--- config.mk ---
export PLATFORM = sky130hd
export DESIGN_NAME = alu_writeback_flat
export DESIGN_NICKNAME = d
export VERILOG_FILES = /design/src/rtl/alu_writeback_if.sv /design/src/rtl/alu_writeback.sv /design/src/flat_wrapper.sv
export SDC_FILE = /design/constraint.sdc
export NUM_CORES = 1
export LEC_CHECK = 0
export CAP_MARGIN = 20
export CORE_MARGIN = 3
export CORE_UTILIZATION = 50
export DETAILED_ROUTE_END_ITERATION = 12
export PLACE_DENSITY = 0.89
export SLEW_MARGIN = 20
export SYNTH_ARGS = -nofsm -noshare
export SYNTH_HDL_FRONTEND = slang
export SYNTH_SLANG_ARGS = --single-unit
export TNS_END_PERCENT = 50
--- constraint.sdc ---
create_clock -name clk -period 1.9 [get_ports clk]
set_input_delay 0.38 -clock clk [delete_from_list [all_inputs] [get_ports clk]]
set_output_delay 0.38 -clock clk [all_outputs]
set_load 0.1 [all_outputs]
--- src/rtl/alu_writeback_if.sv ---
// Handshake and register-file bus between the ALU result mux and the write-back stage.
interface alu_writeback_if #(
  parameter int unsigned WIDTH = 8,
  parameter int unsigned CNT_W = 8
);
  logic             op_valid;
  logic             op_ready;
  logic [3:0]       opcode;
  logic [WIDTH-1:0] result;
  logic [WIDTH-1:0] load_data;
  logic [WIDTH-1:0] reg_a;
  logic [WIDTH-1:0] reg_b;
  logic             flag_z;
  logic             flag_n;
  logic             done;
  logic [CNT_W-1:0] op_count;

  // Upstream side: issues operations and observes the registers.
  modport master (
    output op_valid, opcode, result, load_data,
    input  op_ready, reg_a, reg_b, flag_z, flag_n, done, op_count
  );

  // Write-back stage side.
  modport slave (
    input  op_valid, opcode, result, load_data,
    output op_ready, reg_a, reg_b, flag_z, flag_n, done, op_count
  );
endinterface

--- src/rtl/alu_writeback.sv ---
// ALU write-back stage: commits results to A, B or flags and sequences the two-cycle swap.
module alu_writeback #(
  parameter int unsigned WIDTH = 8,
  parameter int unsigned CNT_W = 8
) (
  input logic           clk,
  input logic           rst,
  alu_writeback_if.slave bus
);

  typedef enum logic {StIdle, StSwap2} state_e;

  state_e           r_state, w_state_nxt;
  logic [WIDTH-1:0] r_a, r_b, r_tmp;
  logic [WIDTH-1:0] w_a_nxt, w_b_nxt, w_tmp_nxt;
  logic             r_z, r_n, r_done;
  logic             w_z_nxt, w_n_nxt, w_done_nxt;
  logic [CNT_W-1:0] r_cnt, w_cnt_nxt;
  logic             w_accept;

  assign w_accept = bus.op_valid && (r_state == StIdle);

  // State register.
  always_ff @(posedge clk or posedge rst) begin
    if (rst) begin
      r_state <= StIdle;
    end else begin
      r_state <= w_state_nxt;
    end
  end

  // Next-state and datapath update; registers hold unless an op is accepted or a swap completes.
  always_comb begin
    w_state_nxt = r_state;
    w_a_nxt     = r_a;
    w_b_nxt     = r_b;
    w_tmp_nxt   = r_tmp;
    w_z_nxt     = r_z;
    w_n_nxt     = r_n;
    w_done_nxt  = 1'b0;
    unique case (r_state)
      StIdle: begin
        if (w_accept) begin
          w_done_nxt = 1'b1;
          case (bus.opcode)
            4'h4: begin
              w_z_nxt = (bus.result == '0);
              w_n_nxt = bus.result[WIDTH-1];
            end
            4'hD: begin
              w_b_nxt = r_a;
              w_z_nxt = (r_a == '0);
              w_n_nxt = r_a[WIDTH-1];
            end
            4'hE: begin
              // Retirement is deferred to the second swap cycle.
              w_tmp_nxt   = r_a;
              w_a_nxt     = r_b;
              w_done_nxt  = 1'b0;
              w_state_nxt = StSwap2;
            end
            4'hF: begin
              w_a_nxt = bus.load_data;
              w_z_nxt = (bus.load_data == '0);
              w_n_nxt = bus.load_data[WIDTH-1];
            end
            default: begin
              w_a_nxt = bus.result;
              w_z_nxt = (bus.result == '0);
              w_n_nxt = bus.result[WIDTH-1];
            end
          endcase
        end
      end
      StSwap2: begin
        w_b_nxt     = r_tmp;
        w_done_nxt  = 1'b1;
        w_state_nxt = StIdle;
      end
      default: w_state_nxt = StIdle;
    endcase
    w_cnt_nxt = w_done_nxt ? r_cnt + CNT_W'(1) : r_cnt;
  end

  // Architectural registers, done pulse and retired-op counter.
  always_ff @(posedge clk or posedge rst) begin
    if (rst) begin
      r_a    <= '0;
      r_b    <= '0;
      r_tmp  <= '0;
      r_z    <= 1'b0;
      r_n    <= 1'b0;
      r_done <= 1'b0;
      r_cnt  <= '0;
    end else begin
      r_a    <= w_a_nxt;
      r_b    <= w_b_nxt;
      r_tmp  <= w_tmp_nxt;
      r_z    <= w_z_nxt;
      r_n    <= w_n_nxt;
      r_done <= w_done_nxt;
      r_cnt  <= w_cnt_nxt;
    end
  end

  assign bus.op_ready = (r_state == StIdle);
  assign bus.reg_a    = r_a;
  assign bus.reg_b    = r_b;
  assign bus.flag_z   = r_z;
  assign bus.flag_n   = r_n;
  assign bus.done     = r_done;
  assign bus.op_count = r_cnt;

endmodule

--- src/flat_wrapper.sv ---
// flat-port wrapper written by rule: the top's interface ports become plain ports
module alu_writeback_flat 
#(
  parameter int unsigned WIDTH = 8,
  parameter int unsigned CNT_W = 8
)
  (clk, rst, bus_op_valid, bus_opcode, bus_result, bus_load_data, bus_op_ready, bus_reg_a, bus_reg_b, bus_flag_z, bus_flag_n, bus_done, bus_op_count);
  alu_writeback_if #(.WIDTH(WIDTH), .CNT_W(CNT_W)) bus_i ();
  input logic clk;
  input logic rst;
  input wire logic [$bits(bus_i.op_valid)-1:0] bus_op_valid;
  input wire logic [$bits(bus_i.opcode)-1:0] bus_opcode;
  input wire logic [$bits(bus_i.result)-1:0] bus_result;
  input wire logic [$bits(bus_i.load_data)-1:0] bus_load_data;
  output wire logic [$bits(bus_i.op_ready)-1:0] bus_op_ready;
  output wire logic [$bits(bus_i.reg_a)-1:0] bus_reg_a;
  output wire logic [$bits(bus_i.reg_b)-1:0] bus_reg_b;
  output wire logic [$bits(bus_i.flag_z)-1:0] bus_flag_z;
  output wire logic [$bits(bus_i.flag_n)-1:0] bus_flag_n;
  output wire logic [$bits(bus_i.done)-1:0] bus_done;
  output wire logic [$bits(bus_i.op_count)-1:0] bus_op_count;
  assign bus_i.op_valid = bus_op_valid;
  assign bus_i.opcode = bus_opcode;
  assign bus_i.result = bus_result;
  assign bus_i.load_data = bus_load_data;
  assign bus_op_ready = bus_i.op_ready;
  assign bus_reg_a = bus_i.reg_a;
  assign bus_reg_b = bus_i.reg_b;
  assign bus_flag_z = bus_i.flag_z;
  assign bus_flag_n = bus_i.flag_n;
  assign bus_done = bus_i.done;
  assign bus_op_count = bus_i.op_count;
  alu_writeback #(.WIDTH(WIDTH), .CNT_W(CNT_W)) u_core (.clk(clk), .rst(rst), .bus(bus_i));
endmodule
# Yosys cells after proc, flatten, opt, wreduce, memory -nomap -nowiden
# Cells that the tools add are included.
[op_classes]
n_addsub = 1
mul = 0
div = 0
n_lt_le_gt_ge = 0
n_eq_ne = 6
shifts = 0
n_mux = 12
bitwise = 3
n_reduce_logical = 9
[op_table]
columns = ["cell", "n"]
rows = [
  ["logical NOT 8 bit", 3],
  ["case mux 8 bit (3 select lines)", 1],
  ["2-to-1 mux 8 bit", 2],
  ["case mux 8 bit (2 select lines)", 1],
  ["equality test 4 bit, second input constant", 3],
  ["AND reduction 3 bit", 3],
  ["adder 8 x 1 -> 8 bit, second input constant", 1],
  ["case mux 1 bit (3 select lines)", 2],
  ["equality test 4 x 3 -> 1 bit, second input constant", 1],
  ["2-to-1 mux 1 bit", 4],
  ["!= test 2 x 1 -> 1 bit, second input constant", 2],
  ["case mux 1 bit (2 select lines)", 2],
  ["inverter 1 bit", 3],
  ["AND reduction 2 bit", 1],
  ["OR reduction 2 bit", 1],
  ["logical AND 1 bit", 1],
]
[word_totals]
reg_bits = 36
latch_bits = 0
mem_bits_rw = 0
rom_bits = 0
in_bits = 23
output_inout_bits = 28
wordCells = 39
mem_count = 0

# Longest topological paths before layout
[logic_depth]
word_depth = 4
ltp_mapped = 6

# Least setup slack after synthesis
# Ideal clock, no wire load.
[synth_path]
path_type = "flip-flop to flip-flop"
start = "register u_core.r_state"
end = "register u_core.r_b[0] (netlist: u_core.bus.reg_b[0])"
setup_time_ns = 0.078
arrival_ns = 1.855
slack_ns = -0.033
stages_incl_launch_ff = 7
path_buffers = 2
synth_period_minus_slack_ns = 1.933
cell_sequence = "dfrtp_1 -> buf_2 -> inv_1 -> o31a_1 -> buf_2 -> nand2_1 -> o21ai_1"
[synth_via]
elab_chain_cells = 4
word_cells_on_any_way = 6
classes_between = "eq/ne (2); mux (1); bitwise (1); reduce/logical (2)"
[synth_rtl]
columns = ["element", "line", "source"]
rows = [
  ["from (decl)", "alu_writeback.sv:13", "state_e r_state, w_state_nxt;"],
  ["from (signal assigned)", "alu_writeback.sv:26", "r_state <= StIdle;"],
  ["from (signal assigned)", "alu_writeback.sv:28", "r_state <= w_state_nxt;"],
  ["inverter 1 bit (no source line) *", "-", ""],
  ["via bus_op_ready", "flat_wrapper.sv:15", "output wire logic [$bits(bus_i.op_ready)-1:0] bus_op_ready;"],
  ["logical AND 1 bit", "alu_writeback.sv:21", "assign w_accept = bus.op_valid && (r_state == StIdle);"],
  ["!= test 2 x 1 -> 1 bit (no source line)", "-", ""],
  ["AND reduction 2 bit (no source line)", "-", ""],
  ["to (signal assigned)", "alu_writeback.sv:97", "r_b <= w_b_nxt;"],
  ["to (decl)", "alu_writeback.sv:14", "logic [WIDTH-1:0] r_a, r_b, r_tmp;"],
]
# The timed path passes the listed nets; every way through them passes the cells marked *.
# A chain may end at the register's enable or synchronous reset.

# Final worst setup path
[layout_path]
start = "input port bus_opcode[0]"
end = "register u_core.r_cnt[3] (netlist: u_core.bus.op_count[3])"
[layout_via]
elab_chain_cells = 4
[layout_rtl]
columns = ["element", "line", "source"]
rows = [
  ["from (decl)", "flat_wrapper.sv:12", "input wire logic [$bits(bus_i.opcode)-1:0] bus_opcode;"],
  ["equality test 4 bit", "alu_writeback.sv:45", "case (bus.opcode)"],
  ["2-to-1 mux 1 bit", "alu_writeback.sv:45", ""],
  ["2-to-1 mux 1 bit", "alu_writeback.sv:43", "if (w_accept) begin"],
  ["case mux 1 bit (2 select lines)", "alu_writeback.sv:41", "unique case (r_state)"],
  ["via u_core.w_done_nxt", "alu_writeback.sv:17", "logic w_z_nxt, w_n_nxt, w_done_nxt;"],
  ["to (signal assigned)", "alu_writeback.sv:102", "r_cnt <= w_cnt_nxt;"],
  ["to (decl)", "alu_writeback.sv:18", "logic [CNT_W-1:0] r_cnt, w_cnt_nxt;"],
]
# The timed path passes the listed nets, and every way through them passes these cells.

==> results.ini <==
[outcome]
outcome=completed

[synth]
synth_compound_gate_area_share_pct=11.1
netlist_area_um2=1750
synthAdderAreaFrac_pct=0.717
synth_top_area_share_pct=51.6
synth.area.mux_share_pct=14.3
syn-num-nets=191
yosysTopAreaCell=dfrtp_1
synth-edff-count=0
ys_seq_area_share_pct=51.6
syn-instance-count=167
async_reset_ff_share_pct=100
netlist_top_cells_area=dfrtp_1, mux2i_1, mux2_2
synthSimpleGateAreaFrac_pct=15.5
synth_xor_area_share_pct=4.01
avgSynthCellArea_um2=10.5
yosysMostFrequentCell=dfrtp_1
synth_common_cells=dfrtp_1, nand2_1, mux2i_1, o21ai_0, a21oi_1
yosysUniqueCellTypes=28
synth_ff_type=dfrtp_1
synth_top_family_by_area=simple AND/OR/NAND/NOR gates
yosys_register_bits=36
synth_warnings=0

[routing]
drt_wl_total_um=5410
wire_per_inst_um=19.8
drcViolationCount=0
dr_total_vias=1617
dr.pass1.iters=4
ant_nets=0
drtIter0Drc=194
detail_route.vias_per_cell=5.90

[cts]
path_clk_slew_ns=0.10
cts_setup_buffers=0
cts_root_buf=clkbuf_4
cts_max_path_buffers=2
cts_tree=built
post_cts_resized=0
worstSkewPairLatency_ns=0.35
cts_buffers=5
ctsHtreeMaxLevel=2
cts_num_sinks=36
ctsHoldBuffers=0

[timing]
finalHoldViolCount=0
relSlewSlack_pct=64.4
holdWs_ns=0.437
setup_viol=0
fin_crit_ns=1.69
drv_slew=0
clock_skew_ns=0.00754
setup_slack_ns=0.211
setup-tns-final_ns=0
tightest_slew_ns=0.535
fmax_ghz=0.592
fin_crit_sh_pct=88.9
rsz0062_at_grt=no

[floorplan]
row_count=20
die_x_um=65.1
core_area_um2=3180
ios=51
start_util_pct=54.9
die_height_um=65.1
die_area_um2=4240

[power_and_ir_drop]
leakage_nw=1.18
totalPowerFinal_mw=3.83
p_per_area_nw_per_um2=1420
irDropWorstVdd_v=0.00101

[final_layout]
num_antenna_cells=0
syn_to_final_growth_pct=54.1
fin_cells=274
final_nets=254
drive_gt1_share_pct=26.1

[flow_run]
drv_cap=0

[worst_setup_path]
critPathTopFamily=buffers and inverters
startpoint_type=primary input
cpMaxStageDelayCell=clkdlybuf4s50_1
arrival_ns=1.95
cp_cell_sequence=clkdlybuf4s50_1, nand4b_2, a21oi_4, inv_2, nand4_1, xnor2_1
slowest_delay_ns=0.48
cp-end-kind=flop
cp.required_ns=2.16
worstSetupPathType=primary input to flop
crit_fanout=6
cp_num_buf_inv=2

[grt]
antenna_found_initial=0
grt_max_degree=37
overflow=0
grt_usage_pct=27.9
grt_pass1_wl_um=8490
grt_pass1_vias=1657

[place]
place_ws_ns=-0.116
portBuffers=50
gp_congestion=0.841
dp_cells=267
place_hpwl_um=4300

[min_path]
hold_path_class=primary input to async pin

-- routing by layer --
metal	GRT usage (%)	share of wire, %	vias up
met1	32.1	37	791
met5	0	0	-
li1	-	-	721
met2	48.0	53	90
met3	6.93	7.2	15
met4	14.2	2.9	0
-- cell type report --
type                    count  area (um^2)
multi-input cells         120          797
clock buffers               6         41.3
inverters                   6         26.3
clock inverters             1         5.00
repair buffers             61          863
flip-flops and latches     36          901
well taps                  44         55.1
fillers                   155          489
-- worst reg2reg max path, cell delays in order, from the launching register on --
cell and delay, ns:
dfrtp_1 0.45, nand2b_1 0.25, nor2_4 0.26, mux2_2 0.38
-- layout by cell type (no fill, tap or decap), types with 2 or more instances in the layout --
cell type	Yosys	final
nor2_1	9	9
xnor2_1	5	5
nor4_1	5	5
mux2_2	8	8
mux2i_1	16	16
buf_4	0	11
o21ai_1	2	2
dfrtp_1	36	36
a21oi_1	10	10
o32a_1	2	2
xor2_1	3	3
clkdlybuf4s50_1	0	22
o21ai_0	16	16
inv_1	5	4
clkbuf_4	0	5
nand3_1	5	5
buf_12	0	28
nor3_1	2	2
nand2_1	24	24
nand4_1	3	3
-- path summary, 6_finish.rpt --
kind / from / endpoint / slack [ns] / depth (start not counted)
max in group asynchronous: rst / u_core.r_tmp[6] / 1.14 / 3
worst min-delay path: rst / u_core.bus.op_count[5] / 0.44 / 3
min in group clk: u_core.r_tmp[3] / u_core.r_tmp[3] / 0.53 / 1
worst max-delay path: bus_opcode[0] / u_core.bus.op_count[3] / 0.21 / 6
worst min register to register: u_core.r_tmp[3] / u_core.r_tmp[3] / 0.53 / 1
worst max register to register: u_core.r_state / u_core.r_tmp[2] / 0.44 / 3
-- registers in the layout, summed over array words and instances, names as in the netlist --
register	cells
u_core.bus.reg_b	8
u_core.bus.op_count	8
u_core.r_state	1
u_core.bus.reg_a	8
u_core.r_tmp	8
u_core.bus.done	1
u_core.bus.flag_n	1
u_core.bus.flag_z	1
-- logic make-up after synthesis --
kind of cell | Yosys count
AO/OA/AOI/OAI | 33
XOR/XNOR | 8
adder cells (fa/ha/maj) | 1
buffers and inverters | 11
flip-flops | 36
multiplexers | 24
AND/OR/NAND/NOR | 54
-- stage by stage --
step	utilization [%]	instance area [um^2]
2_1_floorplan	-	1750
3_3_place_gp	83.1	2640
3_5_place_dp	83.1	2640
4_1_cts	84.6	2690
5_1_grt	84.6	2690
6_report	84.6	2690
-- where the power goes --
| group | internal [mW] | total [mW] | switching, mW | leakage [nW] |
|---|---|---|---|---|
| Clock | 0.136 | 0.386 | 0.249 | 0.0281 |
| Combinational | 0.782 | 2.19 | 1.41 | 0.707 |
| Sequential | 0.960 | 1.25 | 0.291 | 0.447 |
(Power assumes the default switching activity.)
